## src/rtl/serial_to_parallel_if.sv

```systemverilog
// Serial-in / word-out bundle for the deserializer.
// The master drives the framed serial stream; the slave presents completed words.
interface serial_to_parallel_if #(
    parameter int WIDTH = 8
);
    logic             ser_in;
    logic             ser_valid;
    logic             frame_start;
    logic [WIDTH-1:0] data_out;
    logic             load;
    logic             busy;
    logic             frame_err;

    modport master (
        output ser_in, ser_valid, frame_start,
        input  data_out, load, busy, frame_err
    );

    modport slave (
        input  ser_in, ser_valid, frame_start,
        output data_out, load, busy, frame_err
    );
endinterface

```

## src/rtl/serial_to_parallel.sv

```systemverilog
// Framed serial-to-parallel deserializer: assembles WIDTH accepted bits into a word
// and strobes load for one cycle when it lands in data_out.
module serial_to_parallel #(
    parameter int WIDTH     = 8,
    parameter bit MSB_FIRST = 1'b1
) (
    input  logic                 clk,
    input  logic                 rst,
    serial_to_parallel_if.slave  bus
);
    localparam int CW = $clog2(WIDTH + 1);

    typedef enum logic {IDLE = 1'b0, SHIFT = 1'b1} state_t;

    state_t           state, state_nxt;
    logic [WIDTH-1:0] sr, sr_nxt, sr_base, sr_shift;
    logic [WIDTH-1:0] dout, dout_nxt;
    logic [CW-1:0]    cnt, cnt_nxt, cnt_inc;
    logic             load_q, load_nxt;
    logic             ferr_q, ferr_nxt;
    logic             accept, done;

    // A start bit begins from an empty register so an aborted partial word never leaks in.
    assign sr_base = bus.frame_start ? '0 : sr;

    generate
        if (WIDTH == 1) begin : g_w1
            assign sr_shift = bus.ser_in;
        end else if (MSB_FIRST) begin : g_msb
            assign sr_shift = {sr_base[WIDTH-2:0], bus.ser_in};
        end else begin : g_lsb
            assign sr_shift = {bus.ser_in, sr_base[WIDTH-1:1]};
        end
    endgenerate

    always_comb begin
        state_nxt = state;
        sr_nxt    = sr;
        cnt_nxt   = cnt;
        dout_nxt  = dout;
        load_nxt  = 1'b0;
        ferr_nxt  = 1'b0;

        accept  = bus.ser_valid && ((state == SHIFT) || bus.frame_start);
        cnt_inc = (bus.frame_start ? '0 : cnt) + CW'(1);
        done    = accept && (cnt_inc == CW'(WIDTH));

        case (state)
            IDLE: begin
                // Stray valid bits without a start marker are dropped silently.
                if (accept) begin
                    sr_nxt = sr_shift;
                    if (done) begin
                        dout_nxt = sr_shift;
                        load_nxt = 1'b1;
                        cnt_nxt  = '0;
                    end else begin
                        cnt_nxt   = cnt_inc;
                        state_nxt = SHIFT;
                    end
                end
            end
            SHIFT: begin
                if (bus.ser_valid) begin
                    ferr_nxt = bus.frame_start;
                    sr_nxt   = sr_shift;
                    if (done) begin
                        dout_nxt  = sr_shift;
                        load_nxt  = 1'b1;
                        cnt_nxt   = '0;
                        state_nxt = IDLE;
                    end else begin
                        cnt_nxt = cnt_inc;
                    end
                end
            end
            default: state_nxt = IDLE;
        endcase
    end

    always_ff @(posedge clk) begin
        if (rst) begin
            state  <= IDLE;
            sr     <= '0;
            cnt    <= '0;
            dout   <= '0;
            load_q <= 1'b0;
            ferr_q <= 1'b0;
        end else begin
            state  <= state_nxt;
            sr     <= sr_nxt;
            cnt    <= cnt_nxt;
            dout   <= dout_nxt;
            load_q <= load_nxt;
            ferr_q <= ferr_nxt;
        end
    end

    assign bus.data_out  = dout;
    assign bus.load      = load_q;
    assign bus.busy      = (state == SHIFT);
    assign bus.frame_err = ferr_q;
endmodule

```

## src/flat_wrapper.sv

```systemverilog
// flat-port wrapper written by rule: the top's interface ports become plain ports
module serial_to_parallel_flat 
#(
    parameter int WIDTH     = 8,
    parameter bit MSB_FIRST = 1'b1
)
  (clk, rst, bus_ser_in, bus_ser_valid, bus_frame_start, bus_data_out, bus_load, bus_busy, bus_frame_err);
  serial_to_parallel_if #(.WIDTH(WIDTH)) bus_i ();
  input  logic clk;
  input  logic rst;
  input wire logic [$bits(bus_i.ser_in)-1:0] bus_ser_in;
  input wire logic [$bits(bus_i.ser_valid)-1:0] bus_ser_valid;
  input wire logic [$bits(bus_i.frame_start)-1:0] bus_frame_start;
  output wire logic [$bits(bus_i.data_out)-1:0] bus_data_out;
  output wire logic [$bits(bus_i.load)-1:0] bus_load;
  output wire logic [$bits(bus_i.busy)-1:0] bus_busy;
  output wire logic [$bits(bus_i.frame_err)-1:0] bus_frame_err;
  assign bus_i.ser_in = bus_ser_in;
  assign bus_i.ser_valid = bus_ser_valid;
  assign bus_i.frame_start = bus_frame_start;
  assign bus_data_out = bus_i.data_out;
  assign bus_load = bus_i.load;
  assign bus_busy = bus_i.busy;
  assign bus_frame_err = bus_i.frame_err;
  serial_to_parallel #(.WIDTH(WIDTH), .MSB_FIRST(MSB_FIRST)) u_core (.clk(clk), .rst(rst), .bus(bus_i));
endmodule
```

## config.mk

```make
export PLATFORM = sky130hd
export DESIGN_NAME = serial_to_parallel_flat
export DESIGN_NICKNAME = d
export VERILOG_FILES = /design/src/rtl/serial_to_parallel_if.sv /design/src/rtl/serial_to_parallel.sv /design/src/flat_wrapper.sv
export SDC_FILE = /design/constraint.sdc
export NUM_CORES = 1
export LEC_CHECK = 0
export ABC_AREA = 1
export BUFFER_PORTS_ARGS = -buffer_cell sky130_fd_sc_hd__buf_2
export CORE_MARGIN = 8
export CORE_UTILIZATION = 30
export CTS_BUF_LIST = sky130_fd_sc_hd__clkbuf_16
export DETAILED_ROUTE_END_ITERATION = 16
export PLACE_DENSITY = 0.57
export SLEW_MARGIN = 20
export SYNTH_ARGS = -nofsm -noshare
export SYNTH_HDL_FRONTEND = slang
export SYNTH_SLANG_ARGS = --single-unit
```

## constraint.sdc

```tcl
create_clock -name clk -period 1.06 [get_ports clk]
set_input_delay 0.212 -clock clk [delete_from_list [all_inputs] [get_ports clk]]
set_output_delay 0.212 -clock clk [all_outputs]
set_load 0.01 [all_outputs]
```

==> metrics.md <==
| Metric | Value |
|---|---|
| CP max stage cell | dfxtp_4 |
| Clock root cell | clkbuf_16 |
| Worst hold-check path type | in2reg |
| Final max-slew violation count | 0 |
| Sequential area share after synthesis | 49.09% |
| First-pass GRT wire length | 3387 um |
| Failing checks | setup timing |
| Placer Congestion | 0.7577 |
| Synth Register Bits | 22 |
| Average cell area after synthesis | 7.801 sq um |
| Yosys warnings | 0 |
| Logic pwr share | 9.6% |
| Fmax | 933.2 MHz |
| P_int | 1.428 mW |
| CP Data Arrival Time | 1.26 ns |
| Placeable Area | 2953 sq um |
| Clock share of power | 43.5% |
| Number of library cell types mapped by synthesis | 20 |
| Setup crit end kind | flip-flop |
| RSZ-0062 raised after global routing | true |
| Switching pwr | 0.4084 mW |
| Worst Tran Pin Value | 0.2624 ns |
| Largest net degree at the start of global routing | 28 |
| CP bufs+invs | 1 |
| Outcome | finished with violations |
| Vias in the first global route | 741 |
| Starting Density | 30.38% |
| Largest fanout on the critical path | 12 |
| H-tree levels | 1 |
| Final critical-path share of the clock period | 101.1% |
| Drt pass-1 iters | 4 |
| Rel. slew slack | 82.50% |
| DRT Wirelength | 2080 um |
| Die Area | 4996 sq um |
| Post-route antenna net violation count | 0 |
| Rows | 20 |
| Clk_skew | 0.003433 ns |
| Width of the die | 70.69 um |
| Iter 0 DRT Violations | 37 |
| Crit path largest cell delay | 0.35 ns |
| Reg power frac | 46.9% |
| Reg clk slew, reported paths | 0.06 ns |
| Dpl cells | 169 |
| CTS tree | built |
| Family with the most delay on the worst path | compound AO/OA/AOI/OAI gates |
| I/O Buffers | 15 |
| Finished Layout Cells | 176 |
| DP HPWL | 1429 um |
| Cts bufs inserted | 3 |
| Total grt overflow | 0 |
| Crit path time final | 1.072 ns |
| CP cell instances | o21ai_2, buf_6, o21ai_0, a21oi_1 |
| Post-Syn Area | 897.1 sq um |
| Post-synthesis instance total | 115 |
| Maximum vdd drop | 0.5769 mV |
| Net Sw Frac | 22.24% |
| Post-layout util | 42.03% |
| Initial antenna violation count | 0 |
| CP Launch Type | flip-flop |
| Gr usage total | 8.526% |
| Layout cells sized above 1 | 31.47% |
| Net Count, Synth | 120 |
| FILL cells | 293 |
| Max clock buf depth | 2 |
| DRC viols | 0 |
| Critical Path RT | 1.25 ns |
| Setup TNS | -0.02341 ns |
| Clock Latency Late Sink | 0.26 ns |
| Area growth syn-to-layout | 38.35% |
| CP Class | reg2reg |
| Setup ws final | -0.01163 ns |
| Leak pwr | 0.5535 nW |
| DR WL/cell | 11.82 um |
| Max cap viols | 0 |
| Diode count | 0 |
| Io pins | 16 |
| # clock sinks | 22 |
| Vias | 848 |
| Final setup violation count | 4 |
| Pwr dens | 1480 nW/um^2 |
| Nets | 149 |
| Die Ht | 70.69 um |
| Final hold vios | 0 |
| Mean number of vias per cell | 4.818 |
[flip-flops by register name (all words and copies together), names as in the netlist]
| name | flops |
|---|---|
| u_core.sr | 7 |
| u_core.bus.data_out | 8 |
| u_core.bus.busy | 1 |
| u_core.cnt | 4 |
| u_core.bus.load | 1 |
| u_core.bus.frame_err | 1 |
[per-layer routing]
| layer | routed length, um | vias to the layer above | global-route usage, % |
|---|---|---|---|
| met1 | 956 | 393 | 9.493 |
| met4 | 50 | 0 | 6.236 |
| met2 | 984 | 15 | 13.18 |
| met3 | 89 | 5 | 2.966 |
| met5 | 0 | - | 0 |
| li1 | - | 435 | - |
[logic make-up (layout without fill, tap and decap cells)]
family | count (synthesis) | in the layout | synth area share [%]
simple gates | 59 | 60 | 31.66
flops | 22 | 22 | 49.09
compound gates | 17 | 17 | 11.30
buf+inv | 17 | 44 | 7.950
[Yosys cell counts]
library cell	number	area, sq um
buf_4	1	7.510
clkbuf_1	2	7.510
nor2_1	17	63.81
nand3_2	1	10.01
nand4_1	8	50.05
o21bai_1	1	7.510
a21boi_4	1	18.77
inv_1	11	41.29
dfxtp_1	22	440.4
inv_4	1	6.260
o21ai_0	6	30.03
nor2_2	1	6.260
nand2_1	20	75.07
nand3_1	10	50.05
nand3_4	1	17.52
clkinv_1	1	3.750
buf_2	1	5.000
a21oi_1	8	40.04
o21ai_1	1	5.000
nor2_4	1	11.26
[power groups by stage]
stage / clock network (mW) / registers [mW] / logic, mW
floorplan: 0 / 0.881 / 0.0869
global placement: 0 / 0.878 / 0.148
detailed placement: 0 / 0.879 / 0.151
CTS: 0.817 / 0.862 / 0.158
global route: 0.857 / 0.862 / 0.194
finish: 0.800 / 0.861 / 0.176
[worst paths after layout]
check | start | end | slack, ns | depth (start not counted)
max reg2reg | u_core.bus.busy$_SDFF_PP0_ | u_core.sr[4]$_SDFFE_PP0P_ | -0.01 | 4
min reg2reg | u_core.bus.data_out[5]$_SDFFE_PP0P_ | u_core.bus.data_out[5]$_SDFFE_PP0P_ | 0.45 | 2
max | u_core.bus.busy$_SDFF_PP0_ | u_core.sr[4]$_SDFFE_PP0P_ | -0.01 | 4
min | rst | u_core.sr[1]$_SDFFE_PP0P_ | 0.16 | 2
[placed cells by master (no fill, tap or decap), drive strengths merged]
master and instances:
inv 12, clkbuf 3, nand4 8, nor2 19, o21ai 7, buf 27, nand2 20, a21oi 8
o21bai 1, clkinv 2, dfxtp 22, nand3 13, a21boi 1
[metrics by stage]
step           hold WS, ns  total power, mW  cell area (sq um)  worst slack (ns)
2_1_floorplan       0.2811           0.9676              897.1          -0.01143
3_3_place_gp        0.4292            1.026               1081          -0.07145
3_5_place_dp        0.4321            1.030               1081          -0.07499
4_1_cts             0.1640            1.837               1172          -0.01477
5_1_grt             0.1791            1.913               1241           -0.1035
6_report            0.1586            1.837               1241          -0.01163
[final cells by class]
type	count	area (sq um)	share of cell area (%)
Sequential cell	22	444.2	35.79
Inverter	13	51.30	4.133
Clock buffer	3	75.07	6.048
Timing Repair Buffer	27	191.4	15.42
Tap cell	33	41.29	3.327
Clock inverter	1	3.754	0.3024
Multi-Input combinational cell	77	434.2	34.98
[what timing repair did]
action,4_1_cts,5_1_grt
buffers inserted,1,1
hold buffers,0,0
resized for setup,2,12
pin swaps,1,4
endpoints found under the setup margin,18,21
cloned,0,1
Power figures use the tool's default switching activity.
